$ cat config.mk
export PLATFORM = sky130hd
export DESIGN_NAME = over_counter
export DESIGN_NICKNAME = d
export VERILOG_FILES = /design/src/rtl/over_counter.sv
export SDC_FILE = /design/constraint.sdc
export NUM_CORES = 1
export LEC_CHECK = 0
export CORE_AREA = 2 2 39 41
export DETAILED_ROUTE_END_ITERATION = 6
export DIE_AREA = 0 0 41 43
export GPL_ROUTABILITY_DRIVEN = 0
export GPL_TIMING_DRIVEN = 0
export SLEW_MARGIN = 20
export SYNTH_ARGS = -nofsm -noshare
export SYNTH_HDL_FRONTEND = slang
export SYNTH_SLANG_ARGS = --single-unit
export TNS_END_PERCENT = 30
$ cat constraint.sdc
create_clock -name clk -period 2.1 [get_ports clk]
set_input_delay 0.42 -clock clk [delete_from_list [all_inputs] [get_ports clk]]
set_output_delay 0.42 -clock clk [all_outputs]
set_load 0.005 [all_outputs]
$ cat src/rtl/over_counter.sv
// Completed-over counter for the match tracker: counts rising edges of
// over_complete, saturates at MAX_OVERS and flags end of innings.
module over_counter #(
  parameter int unsigned WIDTH     = 5,
  parameter int unsigned MAX_OVERS = 20
) (
  input  logic             clk,
  input  logic             reset,
  input  logic             over_complete,
  output logic [WIDTH-1:0] overs,
  output logic             over_pulse,
  output logic             innings_done
);

  localparam logic [WIDTH-1:0] MAX_CNT = WIDTH'(MAX_OVERS);

  logic             prev_oc;
  logic             event_c;
  logic             inc_c;
  logic [WIDTH-1:0] next_overs_c;

  // Rising edge of over_complete; out-of-range counts are treated as saturated
  always_comb begin
    event_c      = over_complete & ~prev_oc;
    inc_c        = event_c && (overs < MAX_CNT);
    next_overs_c = overs;
    if (inc_c) begin
      next_overs_c = overs + WIDTH'(1);
    end
  end

  always_ff @(posedge clk or negedge reset) begin
    if (!reset) begin
      prev_oc      <= 1'b0;
      overs        <= '0;
      over_pulse   <= 1'b0;
      innings_done <= 1'b0;
    end else begin
      prev_oc      <= over_complete;
      overs        <= next_overs_c;
      over_pulse   <= inc_c;
      innings_done <= (next_overs_c == MAX_CNT);
    end
  end

endmodule

==> results.sh, run 1 <==
export IMPL_slowest_stage="clkdlybuf4s50_1"
export IMPL_combPwrFrac=0.441
export IMPL_power_frac_clock=0.164
export IMPL_syn_nets=35
export IMPL_netlist_area_leader_share=0.525
export IMPL_synth_compound_area_frac=0.134
export IMPL_yosys_warnings=0
export IMPL_grt_max_degree=11
export IMPL_synthesis_instances=31
export IMPL_drc=0
export IMPL_synth_top_family_by_area="compound AO/OA/AOI/OAI gates"
export IMPL_cpPeakStageDelay_ns=0.55
export IMPL_drt_wl_total_um=630
export IMPL_clock_skew_ns=0.00653
export IMPL_antenna_found_initial=0
export IMPL_rr_endpoint="innings_done$_DFF_PN0_"
export IMPL_cp_start_kind="register"
export IMPL_avgSynthCellArea_um2=12.3
export IMPL_final_common_cell="clkdlybuf4s50_1"
export IMPL_synthXorXnorAreaFrac=0.0689
export IMPL_insertion_delay_ns=0.25
export IMPL_synthSimpleGateAreaFrac=0.131
export IMPL_cts_setup_buffers=0
export IMPL_p_switching_uw=236
export IMPL_synth_largest_area_cell="dfrtp_1"
export IMPL_pin_count=10
export IMPL_critPathMaxFanout=8
export IMPL_grt_pass1_wl_um=1100
export IMPL_htreeDepth=1
export IMPL_core_area_mm2=0.00138
export IMPL_path_clk_slew_ns=0.06
export IMPL_drtIter0Drc=1
export IMPL_root_buffer="clkbuf_4"
export IMPL_gr_total_overflow=0
export IMPL_setup_tns_final_ns=0
export IMPL_cp_data_required_time_ns=1.68
export IMPL_rows=14
export IMPL_slew_viol_final=0
export IMPL_hp_class="input pin to async pin"
export IMPL_timing_final_crit_share=0.810
export IMPL_synth_cell_types=20
export IMPL_finalSetupViolations=0
export IMPL_vdd_drop_max_mv=0.396
export IMPL_slew_headroom=0.762
export IMPL_yosysSeqAreaShare=0.525
export IMPL_setup_worst_path_class="register to output pin"
export IMPL_synth_area_leaders="dfrtp_1, buf_6, xnor2_1"
export IMPL_final_cell_mix="clkdlybuf4s50_1, dfrtp_1, clkbuf_4"
export IMPL_status="finished clean"
export IMPL_cp_cell_sequence="clkdlybuf4s50_1"
export IMPL_timing_fmax_mhz=588
export IMPL_hold_slack_ns=0.442
export IMPL_final_net_count=49
export IMPL_fp_dieW_um=41
export IMPL_worstReg2RegStart="overs[0]$_DFF_PN0_"
export IMPL_synth_fa_ha_area_frac=0.0328
export IMPL_cts_tree="yes"
export IMPL_ant_nets=0
export IMPL_track_usage=0.0982
export IMPL_antenna_cells=0
export IMPL_dr_pass1_iters=2
export IMPL_intPower_uw=473
export IMPL_path_depth=1
export IMPL_cap_violations=0
export IMPL_cts_resized=0
export IMPL_vias_per_cell=4.69
export IMPL_dr_total_vias=277
export IMPL_cp_arrival_ns=1.28
export IMPL_syn_to_final_growth_pct=34.8
export IMPL_p_sw_frac=0.333
export IMPL_synth_seq_cells=8
export IMPL_min_period_ns=1.70
export IMPL_start_util=0.276
export IMPL_reg2reg_slack_ns=0.51
export IMPL_netlist_area_um2=382
export IMPL_cts_path_max_buffers=2
export IMPL_rsz0062_at_grt="false"
export IMPL_tightestPinTransition_ns=0.355
export IMPL_reg2reg_depth=4
export IMPL_hold_violations=0
export IMPL_die_area_mm2=0.00176
export IMPL_io_buffers=9
export IMPL_worstSetupEndpointType="output pin"
export IMPL_seqPwrFrac=0.395
export IMPL_cts_sinks=8
export IMPL_first_global_vias=261
export IMPL_die_y_um=43
export IMPL_worstPathBufferInverterCount=1
export IMPL_cellPowerDensity_mw_per_mm2=1380
export IMPL_leakagePower_uw=0.000223
export IMPL_muxShareOfSynthArea=0.0295
export IMPL_cts_made_buffers=3
export IMPL_drive_above_1_share=0.186
export IMPL_wl_per_cell_um=10.7
export IMPL_critPathTopFamily="buffers and inverters"
export IMPL_cts_hold_buffers=0
==> how the worst max path moves through the flow <==
stage,from,end,slack [ns]
final,overs[0]$_DFF_PN0_,overs[0],0.40
after detailed placement,over_complete,innings_done$_DFF_PN0_,0.28
after global placement,over_complete,innings_done$_DFF_PN0_,0.30
after global routing,overs[0]$_DFF_PN0_,overs[0],0.34
after CTS,overs[0]$_DFF_PN0_,overs[0],0.39
after floorplan,overs[0]$_DFF_PN0_,innings_done$_DFF_PN0_,0.62
==> cell families after synthesis <==
group	count (synthesis)
simple gates	8
flops	8
compound gates	6
buf+inv	4
xor+xnor	3
mux	1
fa+ha+maj	1
==> area by class of cell <==
type / count / area, um2
tap: 16 / 20.0
clock buffer: 3 / 22.5
sequential: 8 / 200
multi-input combinational: 19 / 151
inverter: 2 / 7.51
timing repair buffer: 9 / 90.1
buffer: 2 / 22.5
fill: 131 / 870
==> flip-flops by register name (all words and copies together) (netlist names) <==
name,cells
prev_oc,1
overs,5
over_pulse,1
innings_done,1
==> per-stage QoR <==
step	cell area, um2	std cells	worst slack [ns]	utilization	total power, uW
CTS	514	59	0.392	0.372	719
global placement	492	56	0.303	0.355	594
detailed placement	492	56	0.280	0.355	597
finish	514	59	0.399	0.372	709
floorplan	382	31	0.617	-	455
global route	514	59	0.340	0.372	774
==> power by group through the flow <==
stage | Clock, uW | Sequential (uW) | Combinational, uW
floorplan | 0 | 276 | 179
global placement | 0 | 281 | 313
detailed placement | 0 | 281 | 316
CTS | 123 | 279 | 317
global route | 131 | 291 | 353
finish | 116 | 280 | 312
==> metal layers <==
layer  wire length [um]  part of all wire  track usage  up-vias
li1                   -                 -            -      140
met5                  0                 0            0        -
met3                 31             0.049       0.0314        2
met4                  6            0.0095       0.0800        0
met2                295              0.47        0.134        5
met1                297              0.47        0.119      130
==> cells in the mapped netlist (all sizes together) <==
master,count
inv,2
nand3b,1
a221oi,1
xnor2,2
nand4,2
nand2,1
a211o,1
or3,1
dfrtp,8
a41oi,1
o21ai,2
a21o,1
nor2,1
xor2,1
mux2,1
nor3b,1
ha,1
buf,2
and3b,1
Power figures use the tool's default switching activity.
==> run 2, diff against run 1 <==
==> constraint.sdc (replaced) <==
create_clock -name clk -period 1.6 [get_ports clk]
set_input_delay 0.32 -clock clk [delete_from_list [all_inputs] [get_ports clk]]
set_output_delay 0.32 -clock clk [all_outputs]
set_load 0.005 [all_outputs]
==> results.sh, run 2 (same netlist as run 1, synthesis figures left out) <==
export IMPL_critPathTopFamily="buffers and inverters"
export IMPL_syn_to_final_growth_pct=36.4
export IMPL_cp_data_required_time_ns=1.28
export IMPL_vdd_drop_max_mv=0.523
export IMPL_slew_headroom=0.762
export IMPL_cp_start_kind="register"
export IMPL_path_clk_slew_ns=0.06
export IMPL_drc=0
export IMPL_timing_final_crit_share=0.956
export IMPL_cap_violations=0
export IMPL_setup_worst_path_class="register to output pin"
export IMPL_core_area_mm2=0.00138
export IMPL_slew_viol_final=0
export IMPL_dp_slack_ns=-0.120
export IMPL_cp_cell_sequence="clkdlybuf4s50_1"
export IMPL_cts_setup_buffers=0
export IMPL_drtIter0Drc=1
export IMPL_critPathMaxFanout=8
export IMPL_final_area_um2=520
export IMPL_leakagePower_uw=0.000218
export IMPL_drt_wl_total_um=631
export IMPL_cts_hold_buffers=0
export IMPL_antenna_found_initial=0
export IMPL_dr_total_vias=275
export IMPL_antenna_cells=0
export IMPL_final_common_cell="clkdlybuf4s50_1"
export IMPL_min_period_ns=1.53
export IMPL_first_global_vias=261
export IMPL_die_y_um=43
export IMPL_largest_reg_flops=5
export IMPL_drive_above_1_share=0.279
export IMPL_grt_pass1_wl_um=1100
export IMPL_fin_cells=59
export IMPL_rr_endpoint="innings_done$_DFF_PN0_"
export IMPL_tightestPinTransition_ns=0.356
export IMPL_track_usage=0.0982
export IMPL_rsz0062_at_grt="false"
export IMPL_worstPathBufferInverterCount=1
export IMPL_finalSetupViolations=0
export IMPL_reg2reg_depth=4
export IMPL_final_net_count=49
export IMPL_reg2reg_slack_ns=0.09
export IMPL_gr_total_overflow=0
export IMPL_clock_skew_ns=0.00520
export IMPL_dr_pass1_iters=2
export IMPL_start_util=0.276
export IMPL_worstSetupEndpointType="output pin"
export IMPL_rows=14
export IMPL_cpPeakStageDelay_ns=0.52
export IMPL_final_cell_mix="clkdlybuf4s50_1, dfrtp_1, clkbuf_4, dfrtp_2"
export IMPL_fp_dieW_um=41
export IMPL_die_area_mm2=0.00176
export IMPL_final_util=0.376
export IMPL_grt_max_degree=11
export IMPL_hp_class="input pin to async pin"
export IMPL_cts_tree="yes"
export IMPL_insertion_delay_ns=0.25
export IMPL_vias_per_cell=4.66
export IMPL_max_flop_register="overs"
export IMPL_timing_fmax_mhz=654
export IMPL_cts_made_buffers=3
export IMPL_dp_cells=56
export IMPL_placedInstanceArea_um2=492
export IMPL_wl_per_cell_um=10.7
export IMPL_worstReg2RegStart="overs[0]$_DFF_PN0_"
export IMPL_htreeDepth=1
export IMPL_pin_count=10
export IMPL_ant_nets=0
export IMPL_hold_violations=0
export IMPL_cts_path_max_buffers=2
export IMPL_root_buffer="clkbuf_4"
export IMPL_cp_arrival_ns=1.21
export IMPL_status="finished clean"
export IMPL_fin_ws_ns=0.0705
export IMPL_slowest_stage="clkdlybuf4s50_1"
export IMPL_io_buffers=9
export IMPL_path_depth=1
export IMPL_cts_sinks=8
export IMPL_cellPowerDensity_mw_per_mm2=1820
export IMPL_p_total_uw=947
run 2: cell counts in the layout (fill, tap and decap cells not counted):
Identical to the previous run, type by type.
run 2: stage by stage:
stage | setup TNS, ns | hold slack, ns
6_report | 0 | 0.340
5_1_grt | 0 | 0.366
4_1_cts | 0 | 0.354
3_5_place_dp | -0.120 | 0.511
3_3_place_gp | -0.0970 | 0.508
2_1_floorplan | 0 | 0.0244
run 2: area by class of cell:
| cell class | instances | area (um2) |
|---|---|---|
| multi-input cells | 19 | 154 |
| fillers | 131 | 863 |
| clock buffers | 3 | 22.5 |
| flip-flops and latches | 8 | 204 |
| well taps | 16 | 20.0 |
| plain buffers | 2 | 22.5 |
| repair buffers | 9 | 90.1 |
| inverters | 2 | 7.51 |
run 2: layer usage:
layer	up-vias	routed length, um	global-route usage
li1	139	-	-
met1	125	289	0.119
met2	7	289	0.134
met3	4	33	0.0314
met4	0	17	0.0800
met5	-	0	0
run 2: report_power, final:
part / internal (uW) / total, uW / switching, uW
logic: 269 / 417 / 148
registers: 281 / 376 / 95.6
clock network: 85.8 / 154 / 68.1
run 2: worst max-delay path by stage:
stage	end	from
after floorplan	innings_done$_DFF_PN0_	overs[0]$_DFF_PN0_
after global placement	innings_done$_DFF_PN0_	over_complete
after detailed placement	innings_done$_DFF_PN0_	over_complete
after CTS	overs[3]	overs[3]$_DFF_PN0_
after global routing	innings_done$_DFF_PN0_	overs[2]$_DFF_PN0_
final	overs[0]	overs[0]$_DFF_PN0_
run 2: what timing repair did:
action	in CTS	in global routing
pin swaps	0	1
resized for setup	1	3
endpoints found under the setup margin	1	3
